==> config.mk <==
export PLATFORM = sky130hd
export DESIGN_NAME = l1_line_bridge
export DESIGN_NICKNAME = d
export VERILOG_FILES = /design/src/rtl/cache_def.sv /design/src/rtl/l1_line_bridge_ctr.sv /design/src/rtl/l1_line_bridge.sv
export SDC_FILE = /design/constraint.sdc
export NUM_CORES = 1
export LEC_CHECK = 0
export CORE_UTILIZATION = 40
export DETAILED_ROUTE_END_ITERATION = 10
export PLACE_DENSITY = 0.72
export RECOVER_POWER = 50
export SLEW_MARGIN = 40
export SYNTH_ARGS = -nofsm -noshare
export SYNTH_HDL_FRONTEND = slang
export SYNTH_SLANG_ARGS = --single-unit
==> constraint.sdc <==
create_clock -name clk_i -period 4.15 [get_ports clk_i]
set_clock_uncertainty 0.1 [all_clocks]
set_input_delay 0.415 -clock clk_i [delete_from_list [all_inputs] [get_ports clk_i]]
set_output_delay 0.415 -clock clk_i [all_outputs]
set_load 0.1 [all_outputs]
==> src/rtl/cache_def.sv <==
// Shared line geometry, data types and bridge state encoding
// for the L1 memory-side line bridge.
package cache_def;

  localparam int WORD_W     = 32;
  localparam int LINE_WORDS = 4;
  localparam int LINE_W     = LINE_WORDS * WORD_W;
  localparam int IDX_W      = $clog2(LINE_WORDS);
  localparam int CNT_W      = IDX_W + 1;
  localparam int BYTE_SH    = $clog2(WORD_W / 8);
  localparam int OFF_W      = $clog2(LINE_W / 8);

  typedef logic [WORD_W-1:0] word_t;
  typedef logic [LINE_W-1:0] line_t;

  typedef enum logic [2:0] {
    ST_IDLE,
    ST_READ,
    ST_WRITE,
    ST_DONE,
    ST_COOL
  } br_state_e;

  function automatic word_t line_word(
    input line_t            l,
    input logic [IDX_W-1:0] i
  );
    word_t w;
    w = '0;
    for (int k = 0; k < LINE_WORDS; k++) begin
      if (i == IDX_W'(k)) w = l[k*WORD_W +: WORD_W];
    end
    return w;
  endfunction

endpackage

==> src/rtl/l1_line_bridge_ctr.sv <==
// Saturating 32-bit event counter for bridge statistics.
// Sticks at all-ones instead of wrapping.
module l1_line_bridge_ctr (
  input  logic        clk_i,
  input  logic        rst_ni,
  input  logic        inc_i,
  output logic [31:0] cnt_o
);

  always_ff @(posedge clk_i or negedge rst_ni) begin
    if (!rst_ni) begin
      cnt_o <= '0;
    end else if (inc_i && (cnt_o != '1)) begin
      cnt_o <= cnt_o + 32'd1;
    end
  end

endmodule

==> src/rtl/l1_line_bridge.sv <==
// Serializes L1 line refills/write-backs into single-word bus beats.
// Statistics counters exist only with L1_BRIDGE_STATS_EN defined.
module l1_line_bridge
  import cache_def::*;
#(
  parameter int ADDR_W = 32
) (
  input  logic              clk_i,
  input  logic              rst_ni,
  input  logic              mem_req_valid_i,
  input  logic              mem_req_rw_i,
  input  logic [ADDR_W-1:0] mem_req_addr_i,
  input  logic [LINE_W-1:0] mem_req_data_i,
  output logic [LINE_W-1:0] mem_data_o,
  output logic              mem_ready_o,
  output logic              bus_valid_o,
  output logic              bus_we_o,
  output logic [ADDR_W-1:0] bus_addr_o,
  output logic [WORD_W-1:0] bus_wdata_o,
  input  logic              bus_ready_i,
  input  logic              bus_rvalid_i,
  input  logic [WORD_W-1:0] bus_rdata_i,
  output logic [31:0]       no_rd_o,
  output logic [31:0]       no_wr_o,
  output logic [31:0]       no_stall_o
);

  br_state_e         state_q, state_d;
  logic [ADDR_W-1:0] base_q;
  line_t             wline_q, rline_q;
  logic [CNT_W-1:0]  req_cnt_q, rsp_cnt_q;

  logic              req_take;
  logic              beat_fire;
  logic              rsp_take;
  logic              last_req;
  logic              last_rsp;
  logic [ADDR_W-1:0] beat_addr;

  assign req_take  = (state_q == ST_IDLE) & mem_req_valid_i;
  assign beat_fire = bus_valid_o & bus_ready_i;
  assign rsp_take  = (state_q == ST_READ) & bus_rvalid_i
                   & ~rsp_cnt_q[CNT_W-1];
  assign last_req  = req_cnt_q == CNT_W'(LINE_WORDS - 1);
  assign last_rsp  = rsp_cnt_q == CNT_W'(LINE_WORDS - 1);
  assign beat_addr = base_q + (ADDR_W'(req_cnt_q) << BYTE_SH);

  always_ff @(posedge clk_i or negedge rst_ni) begin
    if (!rst_ni) begin
      state_q <= ST_IDLE;
    end else begin
      state_q <= state_d;
    end
  end

  always_comb begin
    state_d = state_q;
    unique case (state_q)
      ST_IDLE: begin
        if (mem_req_valid_i) begin
          state_d = mem_req_rw_i ? ST_WRITE : ST_READ;
        end
      end
      ST_READ:  if (rsp_take & last_rsp) state_d = ST_DONE;
      ST_WRITE: if (beat_fire & last_req) state_d = ST_DONE;
      ST_DONE:  state_d = ST_COOL;
      ST_COOL:  state_d = ST_IDLE;
      default:  state_d = ST_IDLE;
    endcase
  end

  // counter MSB set means every beat of the line has been issued
  always_comb begin
    bus_valid_o = 1'b0;
    bus_we_o    = 1'b0;
    mem_ready_o = 1'b0;
    unique case (1'b1)
      state_q == ST_READ: bus_valid_o = ~req_cnt_q[CNT_W-1];
      state_q == ST_WRITE: begin
        bus_valid_o = 1'b1;
        bus_we_o    = 1'b1;
      end
      state_q == ST_DONE: mem_ready_o = 1'b1;
      default: ;
    endcase
  end

  assign bus_addr_o  = bus_valid_o ? beat_addr : '0;
  assign bus_wdata_o = bus_we_o
                     ? line_word(wline_q, req_cnt_q[IDX_W-1:0])
                     : '0;
  assign mem_data_o  = rline_q;

  always_ff @(posedge clk_i or negedge rst_ni) begin
    if (!rst_ni) begin
      base_q    <= '0;
      wline_q   <= '0;
      req_cnt_q <= '0;
      rsp_cnt_q <= '0;
    end else if (req_take) begin
      base_q    <= {mem_req_addr_i[ADDR_W-1:OFF_W], {OFF_W{1'b0}}};
      wline_q   <= mem_req_data_i;
      req_cnt_q <= '0;
      rsp_cnt_q <= '0;
    end else begin
      if (beat_fire) req_cnt_q <= req_cnt_q + CNT_W'(1);
      if (rsp_take)  rsp_cnt_q <= rsp_cnt_q + CNT_W'(1);
    end
  end

  // refill words land in place so the line fills word by word
  always_ff @(posedge clk_i or negedge rst_ni) begin
    if (!rst_ni) begin
      rline_q <= '0;
    end else if (rsp_take) begin
      for (int i = 0; i < LINE_WORDS; i++) begin
        if (rsp_cnt_q[IDX_W-1:0] == IDX_W'(i)) begin
          rline_q[i*WORD_W +: WORD_W] <= bus_rdata_i;
        end
      end
    end
  end

`ifdef L1_BRIDGE_STATS_EN
  l1_line_bridge_ctr u_rd_ctr (
    .clk_i  (clk_i),
    .rst_ni (rst_ni),
    .inc_i  (req_take & ~mem_req_rw_i),
    .cnt_o  (no_rd_o)
  );

  l1_line_bridge_ctr u_wr_ctr (
    .clk_i  (clk_i),
    .rst_ni (rst_ni),
    .inc_i  (req_take & mem_req_rw_i),
    .cnt_o  (no_wr_o)
  );

  l1_line_bridge_ctr u_stall_ctr (
    .clk_i  (clk_i),
    .rst_ni (rst_ni),
    .inc_i  (bus_valid_o & ~bus_ready_i),
    .cnt_o  (no_stall_o)
  );
`else
  assign no_rd_o    = '0;
  assign no_wr_o    = '0;
  assign no_stall_o = '0;
`endif

endmodule

## Word level (Yosys, flattened, before mapping)

Cells that the tools add are included.

- Register bits: 293
- Output and inout port bits: 291
- Input bits: 198

- Equal/unequal tests: 14
- Add/sub/neg operators: 3
- Reductions and logical operators: 10
- Bitwise gates (word level): 8
- Muxes and demuxes: 18

Operator list:

| kind | number |
|---|---|
| 2-to-1 mux 32 bit | 6 |
| adder 32 x 5 -> 32 bit | 1 |
| 2-to-1 mux 3 bit | 7 |
| == test 3 x 2 -> 1 bit, second input constant | 4 |
| case mux 3 bit (4 select lines) | 1 |
| == test 2 bit, second input constant | 4 |
| AND reduction 2 bit | 4 |
| adder 3 x 1 -> 3 bit, second input constant | 2 |
| bitwise AND 1 bit | 6 |
| inequality test 2 bit, second input constant | 3 |
| == test 2 x 1 -> 1 bit, second input constant | 2 |
| zero test 2 bit | 2 |
| nonzero test 2 bit | 2 |
| == test 3 x 1 -> 1 bit, second input constant | 1 |
| zero test 3 bit | 1 |
| AND reduction 3 bit | 1 |
| 2-to-1 mux 1 bit | 2 |
| 2-to-1 mux 2 bit | 1 |
| inverter 1 bit | 2 |
| case mux 1 bit (2 select lines) | 1 |

## Longest topological paths before layout

Gate-level depths: netlist of run 1.

- Depth in word-level cells: 6
- Mapped depth: 8

## Least setup slack after synthesis of run 1

Ideal clock, no wire load.

- Path type: register -> output
- Start point: register req_cnt_q[2]
- End point: output bus_addr_o[30]
- Buffers on the path: 1
- Cell stages (with the launch flop): 7
- Arrival: 4.489 ns
- Data required time: 3.635 ns
- Setup slack: -0.854 ns
- Cells stage by stage: dfrtp_1 > ha_1 > ha_1 > and3_1 > nand4_1 > clkbuf_1 > o41ai_1

- Word-level cells in the longest chain between the ends: 3
- Elaborated cells between the ends (all ways): 4

Ends and longest elaborated chain:

| what | RTL line | RTL |
|---|---|---|
| start, declared | l1_line_bridge.sv:31 | `logic [CNT_W-1:0] req_cnt_q, rsp_cnt_q;` |
| start signal, assigned | l1_line_bridge.sv:106 | `if (beat_fire) req_cnt_q <= req_cnt_q + CNT_W'(1);` |
| parallel branches: the longest is 2 deep, another holds adder 32 x 5 -> 32 bit | -- |  |
| 2-to-1 mux 32 bit (*) | l1_line_bridge.sv:88 | `assign bus_addr_o = bus_valid_o ? beat_addr : '0;` |
| end, declared | l1_line_bridge.sv:18 | `output logic [ADDR_W-1:0] bus_addr_o,` |

Every way passes the cells marked *.

## Worst setup path after layout of run 1

- Start point: register req_cnt_q[2]
- End point: output bus_addr_o[22]

Same word-level chain as after synthesis.

==> results of run 1 <==
layout make-up:
class	instances	area (sq um)	share of cell area (%)
inverter	11	41.29	0.2238
tap	455	569.3	3.085
sequential	293	7332	39.74
timing repair buffer	404	3537	19.17
clock inverter	16	170.2	0.9222
multi-input combinational	982	5948	32.24
clock buffer	41	853.3	4.625
kinds of logic after synthesis:
| group | after synthesis | synth area share [%] |
|---|---|---|
| fa+ha+maj | 12 | 1.070 |
| xor+xnor | 13 | 0.8114 |
| buf+inv | 186 | 8.239 |
| mux | 130 | 13.62 |
| flops | 293 | 52.25 |
| compound gates | 132 | 6.242 |
| other cells | 1 | 0.02672 |
| simple gates | 597 | 17.74 |
flip-flops by register name (all words and copies together) (netlist names):
| name | cells |
|---|---|
| mem_data_o | 128 |
| wline_q | 128 |
| base_q | 28 |
| req_cnt_q | 3 |
| rsp_cnt_q | 3 |
| state_q | 3 |
layer usage:
| metal | global-route usage [%] | vias up | wire (um) | part of all wire, % |
|---|---|---|---|---|
| met5 | 0 | - | 25 | 0.065 |
| met2 | 33.40 | 471 | 17700 | 46 |
| met4 | 7.599 | 4 | 1246 | 3.2 |
| met1 | 27.27 | 5255 | 16240 | 42 |
| met3 | 5.338 | 88 | 3166 | 8.2 |
| li1 | - | 5057 | - | - |
cells in the mapped netlist (all sizes together):
cell    count
inv        11
nand4       9
and2        4
or4         5
or3b        3
nor3b       1
o41ai       5
clkbuf     64
a211o       1
and3b       2
o21ai      73
nand3b      1
nor2b       1
ha         12
buf       111
mux2      128
nor4b       1
or2         1
a21oi      10
nand2     485
and3        5
xor2        7
xnor2       6
a221o      31
o21a        1
o311ai      5
and4        3
nand3      43
o31ai       2
mux2i       2
nand2b      5
or3         4
conb        1
nor2       20
nor4        1
dfrtp     293
o32ai       1
nor3        3
o211ai      3
worst max path at each step:
stage | start | end | slack, ns
floorplan | req_cnt_q[2] | bus_addr_o[24] | -0.02
global placement | req_cnt_q[2] | bus_addr_o[28] | 1.03
detailed placement | req_cnt_q[2] | bus_addr_o[22] | 0.95
CTS | req_cnt_q[2] | bus_addr_o[22] | 0.32
global route | req_cnt_q[2] | bus_addr_o[22] | 0.1
finish | req_cnt_q[2] | bus_addr_o[22] | 0.35
through the flow:
stage	util, %	setup slack, ns
after detailed placement	50.84	0.9487
after global placement	52.62	1.025
after global routing	53.42	0.09721
after floorplan	-	-0.01755
after CTS	53.83	0.3236
final	53.42	0.3484
worst max-delay path: cells and delay by family (launching register included):
| kind | cells | cell delay, ns |
|---|---|---|
| buffers and inverters | 1 | 0.31 |
| AOI/OAI and AO/OA | 1 | 0.16 |
| DFF | 1 | 0.40 |
| and+or+nand+nor | 3 | 1.40 |
| adders and majority gates | 2 | 0.45 |
==> summary.txt, run 1 <==
Run status
  • Outcome: finished with violations
  • Failing checks: max-capacitance violations, max-slew violations

Timing
  • Max transition margin: -65.66%
  • Final hold viol count: 0
  • Final setup fails: 0
  • Max Fclk: 263.1 MHz
  • Final worst path period need: ~3.8 ns
  • Slew @ Worst Pin: 2.485 ns
  • Pins Over Slew Limit: 232
  • Setup_tns: 0 ns
  • Hold WS: 0.2671 ns
  • Tcrit/Tclk final: 91.60%
  • RSZ-0062 raised after global routing: false

Critical path
  • Crit-path slowest cell: or4_1
  • Req. time, crit path: 3.63 ns
  • Worst Setup Path Type: reg2out
  • Most frequent CP cell: ha_1
  • Critical Path End Type: output port
  • Cells on worst reg2reg path: 4
  • R2r setup slk: 0.80 ns
  • CP max stage delay: 0.67 ns
  • Reg-to-reg endpoint: wline_q[9]
  • Critical Path Source Type: flop
  • Reg2reg start: state_q[1]
  • Crit path arrival time: ~3.3 ns
  • CP max FO: 15
  • Cell Chain, Critical Path: ha_1 > ha_1 > and3_1 > nand4_1 > or4_1 > a21oi_1 > buf_4

Clock tree
  • Sinks on the clock net: 293
  • Total CTS buffers: 31
  • CTS root buffer: clkbuf_16
  • CTS H-tree depth: 1
  • # resized after CTS: 0
  • Clock slew at reported path FFs: 0.06 ns
  • Hold_buf cts: 1
  • Post-CTS setup buffers: 0
  • CTS tree: built
  • Clock buffer depth: 3
  • Clk Latency, worst-skew pair: roughly 0.56 ns

Finish
  • Fin nets: 1933
  • Area Overhead vs Synth: 31.49%
  • Commonest non-fill, non-tap cell in the layout: nand2_1
  • Non-Filler Instances: between 2k and 2.5k
  • Fillers: between 3k and 4k
  • N_diodes: 0
  • Share of cells above drive strength 1: 19.23%
  • Most frequent cells in the layout: nand2_1 (481), dfrtp_1 (293), clkdlybuf4s50_1 (192), mux2_4 (120), conb_1 (98)
  • Cell area after layout: 18450 sq um

Route
  • DRC violations left: 0
  • Drt pass-1 iters: 4
  • Wirelength, routed: approximately 38000 um
  • Via/cell ratio: 4.939
  • Remaining antenna violation count: 0
  • Starting DRC count in detailed routing: about 620
  • Vias: 10.88k
  • DR WL/cell: 17.43 um

Logic synthesis
  • Synthesized area per cell: 10.29 sq um
  • Synth top area cells: dfrtp_1 (52%), nand2_1 (13%), mux2_4 (13%)
  • Post-synth top area cell: dfrtp_1
  • Register area share after synthesis: 52.25%
  • Synth Cell Area: 14030 sq um
  • Share of Yosys cell area claimed by the top area cell type: 52.25%
  • Synth cell types: 45
  • Synthesis Warnings: 0
  • Synthesis-stage register bit count: 293
  • Cell count after synthesis: 1364

Placement
  • HPWL after DPL: 26260 um
  • GP Congestion: 0.8401
  • Buffers added on ports: about 390
  • Placed cell count: 2144
  • Placed Area: between 15000 and 20000 sq um

Worst hold path
  • Worst hold stages: 3
  • Hold Startpoint: mem_req_data_i[18]
  • Sink of the worst hold path: wline_q[18]
  • Worst min path class: in2reg

GRT
  • GR Overflow Total: 0
  • Largest net degree at the start of global routing: about 120
  • Number of global-route vias before repair: 10.81k
  • Antenna violations before repair: 2
  • GRT Total Usage: 20.88%
  • First-pass GRT wire length: between 50000 and 60000 um

Die
  • Core area: 34540 sq um
  • Initial core utilization: 40.62%
  • IO Count: 489
  • Total Die Area: 35830 sq um
  • Die H: roughly 190 um
  • Die X: between 150 and 200 um
  • Num rows: 68

Run
  • Max-Cap Viols: 3
Power of run 1 is left out: the tool's default activity adds up to more than one toggle a clock period on the data nets, which glitch-free logic cannot reach.
==> run 2, diff against run 1 <==
Settings changed: SLEW_MARGIN 40 to default.
==> summary.txt, run 2 (synthesis results as in run 1) <==
Timing
  • Pins Over Slew Limit: 282 (was 232)
  • RSZ-0062 raised after global routing: false (unchanged)
  • Max Fclk: 259.2 MHz (was 263.1 MHz)
  • Tcrit/Tclk final: 92.95% (was 91.60%)
  • Hold WS: 0.2832 ns (was 0.2671 ns)
  • Max transition margin: -103.4% (was -65.66%)
  • Final setup fails: 0 (unchanged)
  • Slew @ Worst Pin: 3.051 ns (was 2.485 ns)
  • Setup_tns: 0 ns (unchanged)
  • Final hold viol count: 0 (unchanged)
  • Final worst path period need: 3.857 ns (was 3.802 ns)
  • Setup ws final: 0.2926 ns (was 0.3484 ns)

Critical path
  • Crit path arrival time: 3.34 ns (was 3.29 ns)
  • Critical Path End Type: output port (unchanged)
  • Cell Chain, Critical Path: ha_1 > ha_1 > and3_1 > nand4_1 > or4_1 > a21oi_1 > buf_4 (unchanged)
  • CP max FO: 15 (unchanged)
  • Worst Setup Path Type: reg2out (unchanged)
  • Crit-path slowest cell: or4_1 (unchanged)
  • Req. time, crit path: 3.63 ns (about the same)
  • Most frequent CP cell: ha_1 (unchanged)
  • CP max stage delay: 0.68 ns (was 0.67 ns)
  • Cells on worst reg2reg path: 4 (unchanged)
  • Critical Path Source Type: flop (unchanged)

Run status
  • Failing checks: max-capacitance violations, max-slew violations (unchanged)
  • Outcome: finished with violations (unchanged)

GRT
  • GR Overflow Total: 0 (unchanged)
  • Largest net degree at the start of global routing: 124 (unchanged)
  • First-pass GRT wire length: 60570 um (was 59730 um)
  • Antenna violations before repair: 1 (was 2)
  • GRT Total Usage: 21.21% (was 20.88%)
  • Number of global-route vias before repair: 10.76k (was 10.81k)

Route
  • Via/cell ratio: 4.893 (was 4.939)
  • Starting DRC count in detailed routing: 517 (was 621)
  • Wirelength, routed: 38660 um (was 38380 um)
  • DR WL/cell: 17.57 um (was 17.43 um)
  • Vias: 10.76k (was 10.88k)
  • Remaining antenna violation count: 0 (unchanged)
  • Drt pass-1 iters: 5 (was 4)
  • DRC violations left: 0 (unchanged)

Clock tree
  • CTS root buffer: clkbuf_16 (unchanged)
  • Clock slew at reported path FFs: 0.06 ns (about the same)
  • # resized after CTS: 0 (unchanged)
  • Clock buffer depth: 3 (unchanged)
  • CTS H-tree depth: 1 (unchanged)
  • Total CTS buffers: 31 (unchanged)
  • Sinks on the clock net: 293 (unchanged)
  • CTS tree: built (unchanged)
  • Clk Latency, worst-skew pair: 0.55 ns (was 0.56 ns)

Placement
  • DP Worst Slack: 0.9523 ns (was 0.9487 ns)
  • GP Congestion: 0.8401 (unchanged)
  • HPWL after DPL: 26330 um (was 26260 um)
  • Buffers added on ports: 386 (unchanged)

Die
  • Initial core utilization: 40.62% (unchanged)
  • Total Die Area: 35830 sq um (unchanged)
  • Die X: 189.3 um (unchanged)
  • IO Count: 489 (unchanged)
  • Die H: 189.3 um (unchanged)
  • Core area: 34540 sq um (unchanged)
  • Num rows: 68 (unchanged)

Finish
  • Most frequent cells in the layout: nand2_1 (481), clkdlybuf4s50_1 (298), dfrtp_1 (293), mux2_4 (120), conb_1 (98) (was nand2_1 (481), dfrtp_1 (293), clkdlybuf4s50_1 (192), mux2_4 (120), conb_1 (98))
  • Commonest non-fill, non-tap cell in the layout: nand2_1 (unchanged)
  • Share of cells above drive strength 1: 15.53% (was 19.23%)
  • Area Overhead vs Synth: 37.20% (was 31.49%)
  • N_diodes: 0 (unchanged)
  • Fin nets: 1932 (was 1933)

Run
  • Max-Cap Viols: 3 (unchanged)

Worst hold path
  • Worst hold stages: 3 (unchanged)
  • Worst min path class: in2reg (unchanged)
[run 2: changes by cell type in the layout (fill, tap and decap cells not counted), moves of 2 or more]
| cell | change |
|---|---|
| clkinv_2 | -5 |
| clkdlybuf4s50_1 | +106 |
| clkbuf_1 | -67 |
| dlygate4sd3_1 | +23 |
| buf_2 | -63 |
| bufinv_16 | +2 |
| clkbuf_8 | +7 |
| clkinvlp_4 | -3 |
[run 2: worst max-delay path: cells and delay by family (launching register included)]
kind | cells | cell delay [ns]
buf+inv | 1 | 0.31
compound gates | 1 | 0.16
fa+ha+maj | 2 | 0.49
simple gates | 3 | 1.42
flops | 1 | 0.41
[run 2: repair_timing]
item | in CTS | in global routing
endpoints found under the hold margin | 116 | 0
buffers inserted | 0 | 0
hold buffers | 1 | 0
[run 2: area by class of cell]
| class | count | area, sq um |
|---|---|---|
| fill | 2972 | 15290 |
| sequential | 293 | 7332 |
| multi-input combinational | 982 | 5946 |
| timing repair buffer | 403 | 4249 |
| clock buffer | 48 | 949.7 |
| tap | 455 | 569.3 |
| clock inverter | 8 | 165.2 |
| inverter | 11 | 41.29 |
[run 2: worst paths after layout]
path / slack (ns) / startpoint / endpoint
worst max-delay path: 0.29 / req_cnt_q[2] / bus_addr_o[22]
worst min-delay path: 0.28 / mem_req_data_i[18] / wline_q[18]
worst max register to register: 0.81 / state_q[1] / wline_q[108]
worst min register to register: 0.36 / wline_q[94] / wline_q[94]
max in group asynchronous: 0.70 / rst_ni / wline_q[102]
min in group asynchronous: 1.25 / rst_ni / wline_q[109]
[run 2: through the flow]
step / instance area [sq um] / cells / util, %
2_1_floorplan: 14430 / 1461 / -
3_3_place_gp: 18180 / 2143 / 52.62
3_5_place_dp: 18180 / 2143 / 52.62
4_1_cts: 19300 / 2200 / 55.88
5_1_grt: 19250 / 2200 / 55.73
6_report: 19250 / 2200 / 55.73
[run 2: per-layer routing]
layer | share of wire, % | global-route usage, % | vias to the layer above
met4 | 2.5 | 5.490 | 2
met3 | 8.3 | 5.931 | 58
met2 | 48 | 35.29 | 435
met5 | 0.034 | 0 | -
li1 | - | - | 5045
met1 | 42 | 27.09 | 5224
Power of run 2 is left out for the same reason.
